**src/rtl/fft_addr_gen.sv**
```systemverilog
// fft_addr_gen: radix-2 FFT butterfly address generator for 2..32 points.
// Walks every stage of an N-point transform and issues one operand pair
// (addr_a, addr_b) plus its twiddle index per accepted handshake. Stages are
// separated by STAGE_GAP idle cycles so the butterfly pipeline can drain.
// Optional build macro FFT_AGU_SIZE_CHECK_EN: reject malformed fft_size with
// a sticky err flag instead of rounding to the highest set bit.
//
// state | meaning
// IDLE  | waiting for start; outputs quiet
// RUN   | presenting butterfly pairs of the current stage
// GAP   | bubble cycles between stages (pipeline drain)
// FIN   | one-cycle done pulse after the final pair
module fft_addr_gen #(
  parameter int STAGE_GAP = 2
) (
  input  logic       clk,
  input  logic       rst,
  input  logic       start,
  input  logic [5:0] fft_size,
  input  logic       bf_ready,
  output logic       bf_valid,
  output logic [4:0] addr_a,
  output logic [4:0] addr_b,
  output logic [3:0] tw_idx,
  output logic [2:0] stage,
  output logic       last_in_stage,
  output logic       busy,
  output logic       done,
  output logic       err
);

  typedef enum logic [1:0] {IDLE, RUN, GAP, FIN} state_t;

  // Gap counter counts down from STAGE_GAP-1 to 0, giving exactly STAGE_GAP bubbles.
  localparam logic [2:0] GAP_LOAD = (STAGE_GAP > 0) ? 3'(STAGE_GAP - 1) : 3'd0;

  state_t     state_q;
  state_t     state_d;
  logic [3:0] k_q;
  logic [2:0] s_q;
  logic [2:0] l_q;
  logic [2:0] gap_q;

  logic [2:0] size_log2;
  logic       size_ok;
  logic       start_acc;
  logic       pair_acc;
  logic [3:0] k_last;
  logic       last_k;
  logic       last_stage;

  logic [4:0] half;
  logic [4:0] pos;
  logic [4:0] pair_a;
  logic [4:0] pair_b;
  logic [3:0] pair_tw;

  // Decode requested size into log2(N); zero or bit-0-only sizes collapse to N=2.
  always_comb begin
    size_log2 = 3'd0;
    for (int i = 0; i < 6; i++) begin
      if (fft_size[i]) size_log2 = 3'(i);
    end
    if (size_log2 == 3'd0) size_log2 = 3'd1;
`ifdef FFT_AGU_SIZE_CHECK_EN
    size_ok = ((fft_size & (fft_size - 6'd1)) == 6'd0) && (fft_size[5:1] != 5'd0);
`else
    size_ok = 1'b1;
`endif
  end

  // Handshake and end-of-stage / end-of-transform qualifiers.
  always_comb begin
    start_acc  = (state_q == IDLE) && start && size_ok;
    pair_acc   = (state_q == RUN) && bf_ready;
    k_last     = 4'((5'd1 << (l_q - 3'd1)) - 5'd1);
    last_k     = (k_q == k_last);
    last_stage = (s_q == (l_q - 3'd1));
  end

  // Pair address math: insert a zero at bit s of k for addr_a, set it for addr_b.
  always_comb begin
    half    = 5'd1 << s_q;
    pos     = {1'b0, k_q} & (half - 5'd1);
    pair_a  = (({1'b0, k_q} >> s_q) << (s_q + 3'd1)) | pos;
    pair_b  = pair_a | half;
    pair_tw = 4'(pos << (3'd4 - s_q));
  end

  // State register.
  always_ff @(posedge clk) begin
    if (rst) state_q <= IDLE;
    else     state_q <= state_d;
  end

  // Next-state logic.
  always_comb begin
    state_d = state_q;
    case (state_q)
      IDLE: if (start_acc) state_d = RUN;
      RUN: begin
        if (pair_acc && last_k) begin
          if (last_stage)          state_d = FIN;
          else if (STAGE_GAP == 0) state_d = RUN;
          else                     state_d = GAP;
        end
      end
      GAP:     if (gap_q == 3'd0) state_d = RUN;
      FIN:     state_d = IDLE;
      default: state_d = IDLE;
    endcase
  end

  // Butterfly index, stage and bubble counters.
  always_ff @(posedge clk) begin
    if (rst) begin
      k_q   <= 4'd0;
      s_q   <= 3'd0;
      l_q   <= 3'd1;
      gap_q <= 3'd0;
    end else begin
      case (state_q)
        IDLE: begin
          if (start_acc) begin
            k_q <= 4'd0;
            s_q <= 3'd0;
            l_q <= size_log2;
          end
        end
        RUN: begin
          if (pair_acc) begin
            if (last_k) begin
              k_q <= 4'd0;
              if (!last_stage) begin
                s_q   <= s_q + 3'd1;
                gap_q <= GAP_LOAD;
              end
            end else begin
              k_q <= k_q + 4'd1;
            end
          end
        end
        GAP: begin
          if (gap_q != 3'd0) gap_q <= gap_q - 3'd1;
        end
        default: ;
      endcase
    end
  end

`ifdef FFT_AGU_SIZE_CHECK_EN
  logic err_q;

  // Sticky size error: set by a rejected start, cleared by a valid start.
  always_ff @(posedge clk) begin
    if (rst) begin
      err_q <= 1'b0;
    end else if ((state_q == IDLE) && start) begin
      err_q <= !size_ok;
    end
  end
`endif

  // Outputs; pair fields read as zero whenever no pair is being presented.
  always_comb begin
    bf_valid      = (state_q == RUN);
    busy          = (state_q != IDLE);
    done          = (state_q == FIN);
    addr_a        = bf_valid ? pair_a  : 5'd0;
    addr_b        = bf_valid ? pair_b  : 5'd0;
    tw_idx        = bf_valid ? pair_tw : 4'd0;
    stage         = bf_valid ? s_q     : 3'd0;
    last_in_stage = bf_valid && last_k;
`ifdef FFT_AGU_SIZE_CHECK_EN
    err           = err_q;
`else
    err           = 1'b0;
`endif
  end

endmodule

```
**config.mk**
```make
export PLATFORM = sky130hd
export DESIGN_NAME = fft_addr_gen
export DESIGN_NICKNAME = d
export VERILOG_FILES = /design/src/rtl/fft_addr_gen.sv
export SDC_FILE = /design/constraint.sdc
export NUM_CORES = 1
export LEC_CHECK = 0
export CAP_MARGIN = 20
export CORE_MARGIN = 1.5
export CORE_UTILIZATION = 52
export CTS_CLUSTER_DIAMETER = 80
export DETAILED_ROUTE_END_ITERATION = 10
export GPL_ROUTABILITY_DRIVEN = 0
export PLACE_DENSITY_LB_ADDON = 0.05
export SYNTH_ARGS = -nofsm -noshare
export SYNTH_HDL_FRONTEND = slang
export SYNTH_SLANG_ARGS = --single-unit
```
**constraint.sdc**
```tcl
create_clock -name clk -period 3.5 [get_ports clk]
set_input_delay 0.7 -clock clk [delete_from_list [all_inputs] [get_ports clk]]
set_output_delay 0.7 -clock clk [all_outputs]
set_load 0.02 [all_outputs]
```
Word level (Yosys, flattened, before mapping) --
Index checks and enable logic that the tools add are counted.
Storage, ports and cells: register bits 15, input port bits 10, logic and storage cells 77, output and inout bits 22
Cells by class: bitwise gates (word level) 3, reductions and logical operators 16, multiplexer cells 29, eq/ne operators 12, shift-type cells 5, add/subtract/negate cells 7
Operator list (count):
- two-way mux 3 bit | 13
- two-way mux 4 bit | 4
- one-hot mux 3 bit (2 select lines) | 2
- two-way mux 5 bit | 2
- OR 5 bit | 2
- AND reduction 5 bit | 2
- two-way mux 2 bit | 4
- inequality test 2 bit (second input constant) | 4
- one-hot mux 2 bit (4 select lines) | 1
- one-hot mux 4 bit (2 select lines) | 1
- logical NOT 3 bit | 2
- inequality test 2 x 1 -> 1 bit (second input constant) | 3
- AND reduction 3 bit | 2
- nonzero test 2 bit | 3
- subtractor 3 x 1 -> 3 bit (second input constant) | 2
- AND 4 x 5 -> 5 bit | 1
- left shift 1 x 3 -> 5 bit (first input constant) | 1
- left shift 5 x 3 -> 4 bit | 1
- left shift 5 x 3 -> 5 bit | 1
- right shift 4 x 3 -> 5 bit | 1
- subtractor 5 x 1 -> 5 bit (second input constant) | 1
- adder 4 x 1 -> 4 bit (second input constant) | 1
- == test 2 bit (second input constant) | 2
- == test 4 bit | 1
- 11 further kinds | 15

Depth between registers and ports, before layout --
depth after elaboration 7, mapped depth 11

Least setup slack after synthesis --
No wires, ideal clock.
kind register to output, start register l_q[0], end output last_in_stage, arrival 2.522 ns, path slack 0.278 ns, path buffers 1, stages on the path, launching flop included 12, cell sequence dfxtp_1 -> inv_1 -> ha_1 -> xnor2_2 -> nand2_1 -> ha_1 -> xnor2_1 -> and4bb_2 -> o22ai_2 -> or2_1 -> buf_6 -> nor2_1
On the way: word-level cells in the longest chain between the ends 5
Ends and longest elaborated chain:
- from (decl) | line 41 | logic [2:0] l_q;
- from (signal assigned) | line 127 | l_q <= size_log2;
- subtractor 3 x 1 -> 3 bit | line 76 | k_last = 4'((5'd1 << (l_q - 3'd1)) - 5'd1);
- left shift 1 x 3 -> 4 bit | line 76
- subtractor 4 x 1 -> 4 bit | line 76
- == test 4 bit | line 77 | last_k = (k_q == k_last);
- logical AND 1 bit | line 173 | last_in_stage = bf_valid && last_k;
- to (decl) | line 26 | output logic last_in_stage,
Every way passes these cells.

Final worst setup path --
start register s_q[0], end output addr_b[3]
On the way: word-level cells in the longest chain between the ends 6, elaborated cells on any way between the ends 9
Ends and longest elaborated chain:
- from (decl) | line 40 | logic [2:0] s_q;
- from (signal assigned) | line 135 | s_q <= s_q + 3'd1;
- left shift 1 x 3 -> 5 bit | line 83 | half = 5'd1 << s_q;
- subtractor 5 x 1 -> 5 bit | line 84 | pos = {1'b0, k_q} & (half - 5'd1);
- AND 4 x 5 -> 5 bit | line 84
- OR 5 bit | line 85 | pair_a = (({1'b0, k_q} >> s_q) << (s_q + 3'd1)) | pos;
- OR 5 bit (*) | line 86 | pair_b = pair_a | half;
- two-way mux 5 bit (*) | line 170 | addr_b = bf_valid ? pair_b : 5'd0;
- to (decl) | line 23 | output logic [4:0] addr_b,
Mark *: on every way between the ends. The rest lies on a longest branch, timed or not.

==> metrics.txt <==
CP Data Arrival Time ~2700 ps; post-synth design cell area 1582 um^2; Total Neg Setup Slack 0 ps; f_max about 0.30 GHz; first-pass GRT wire length around 6500 um; synthesis-stage register bit count 15; syn_area_per_cell 7.715 um^2; port bufs 28; dpl ws just under 90 ps; most common cell after layout, fill and taps aside clkdlybuf4s50_1; routed len/inst roughly 14 um; maximum clock path buffer count 2; Worst IR Drop VDD around 0.25 mV; R2R Setup Slk between 800 and 900 ps; critical setup path kind register to output pin; Hold Path End gap_q[1]; Crit Reg-Reg Startpoint l_q[0]; crit path cell chain inv_1 -> buf_4 -> ha_1 -> o21ba_2 -> o21a_1 -> o21ai_0 -> a31oi_1 -> a21o_1 -> clkdlybuf4s50_1; skew final 1.545 ps; Die Wd roughly 58 um; top_reg_cell synth dfxtp_1; NumNets Final 267; required time worst endpoint between 2000 and 3000 ps; worst min-delay path startpoint gap_q[1]; max-slew violation count 0; FFs w/ async S/R, synth 0%; FP Rows 19; synth top area cells dfxtp_1 19%, ha_1 13%, inv_1 4.0%; status complete, but fails checks; Remaining DRCs 3; die height 58.15 um; Reg-to-Reg End gap_q[2]; Total Wirelength 3864 um; # IOs 32; Worst slew margin 61.24%; failing checks DRC; sequential area share after synthesis a little under a fifth; CP Capture Type output pin; depth of the most critical reg-to-reg path 11; Pleak ~0.79 nW; Worst Hold Margin between 500 and 600 ps; Gate Count Post-Synth slightly above 200; critical-path maximum fanout 5; crit path time final 3366 ps; antenna violations before repair 0; Final ANT Viol Nets 0; CP Launch Type register; CTS root buf clkbuf_4; Iter 0 DRT Violations 91; RSZ-0062 raised after global routing no; Ys Warns 0; H-tree depth 1; post-synth cell types just under 60; final setup fails 0; total gr overflow 0; die area roughly 3400 um^2; worst skew pair latency slightly below 300 ps; most frequent cells in the layout 25 x clkdlybuf4s50_1, 17 x inv_1, 17 x ha_1; final worst path period share between 90% and 100%; DRT Pass-1 Iters 7; layout cells sized above 1 12.13%; vias 1635; syn_nets ~230; worst hold path type register to register; Hold Path Depth 2; fillers between 200 and 250; MaxCap Viol Count 0; Layout area overhead 24.68%; vias per cell 6.056; hpwl dp 2947 um; diode count 0; Starting Density between 50% and 60%; vias in the first global route 1524; DP Area around 2000 um^2; cts bufs inserted 3; Final Core Density between 60% and 70%; Final Worst Setup Slack 134.3 ps; Worst-path clk slew approximately 90 ps; CTS tree done; Total GRT Usage approximately 24%; post-synth top area share 18.99%; number of synthesized flops with an enable pin 0; CTS Sinks 15; Finished Cell Area about 2000 um^2; pwr/cell area 281.4 nW/um^2; delay of the slowest cell on the worst path 520 ps; Final Hold Fails 0; slowest CP cell clkdlybuf4s50_1; hold_buf cts 0; CORE AREA roughly 2800 um^2; largest net degree at the start of global routing 17; Slew @ Worst Pin roughly 580 ps; Yosys top cell by area dfxtp_1
-- synth_stat cells, drive strengths merged, types with 2 or more instances --
library cell	n
nor3	4
inv	18
nor4	2
ha	17
o22ai	4
xnor2	3
o311ai	4
or2	2
clkbuf	6
xor2	5
o31ai	3
nor4b	3
nand2b	6
nand3	12
nand4	2
o21a	2
a211oi	2
a21oi	9
nor2b	5
a31oi	4
buf	5
a21o	3
o2111ai	5
dfxtp	15
o211ai	3
nand2	16
nor2	15
o21ai	9
or4	2
o32ai	2
-- worst max path at each step --
stage	start	to	slack, ps	cells after the start
after floorplan	l_q[0]	last_in_stage	280	11
after global placement	l_q[0]	last_in_stage	170	11
after detailed placement	l_q[0]	last_in_stage	90	11
after CTS	s_q[0]	tw_idx[3]	20	9
after global routing	s_q[0]	addr_b[4]	20	8
final	s_q[0]	addr_b[3]	130	9
-- state kept, by name, indices dropped and copies added (netlist names) --
name / cells
gap_q: 3
k_q: 4
l_q: 3
s_q: 3
state_q: 2
-- critical path, delay by kind of cell, from the launching register on --
kind	cells	cell delay, ps
fa+ha+maj	1	210
compound gates	5	980
flops	1	430
buf+inv	3	760
-- cell families (layout without fill, tap and decap cells) --
group	count (synthesis)	count (layout)	share of synthesized area [%]
and+or+nand+nor	74	74	24.29
AOI/OAI and AO/OA	58	58	27.14
buffers and inverters	29	63	7.753
adders and majority gates	17	17	13.45
DFF	15	15	18.99
xor gates and xnor gates	9	9	6.804
muxes	2	2	1.345
other	1	1	0.2371
-- per-stage QoR --
stage	total power [mW]	std cells
6_report	0.5549	270
5_1_grt	0.5861	270
2_1_floorplan	0.3705	205
3_5_place_dp	0.4522	266
4_1_cts	0.5554	270
3_3_place_gp	0.4450	266
-- where the power goes --
| part | total (mW) | switching (mW) | internal (mW) |
|---|---|---|---|
| clock network | 0.104 | 0.0597 | 0.0444 |
| registers | 0.192 | 0.0116 | 0.180 |
| logic | 0.259 | 0.152 | 0.107 |
-- what timing repair did --
action,4_1_cts,5_1_grt
setup endpoints to repair,1,4
hold endpoints to repair,0,0
gates resized for setup,1,5
setup buffers,0,0
-- final cells by class --
class	count	area, um^2	share of cell area (%)
repair buffers	41	377.9	19.16
flip-flops and latches	15	300.3	15.23
inverters	18	67.56	3.426
well taps	31	38.79	1.967
multi-input cells	161	1161	58.88
clock buffers	4	26.28	1.332
-- layer usage --
| metal | wire (um) | GRT usage [%] | vias to the layer above | part of all wire (%) |
|---|---|---|---|---|
| met1 | 1660 | 28.26 | 752 | 43 |
| met2 | 1923 | 43.67 | 53 | 50 |
| met5 | 0 | 0 | - | 0 |
| met4 | 105 | 13.29 | 0 | 2.7 |
| met3 | 175 | 2.455 | 13 | 4.5 |
| li1 | - | - | 817 | - |
Note: power is estimated with default switching activity, not from simulation.
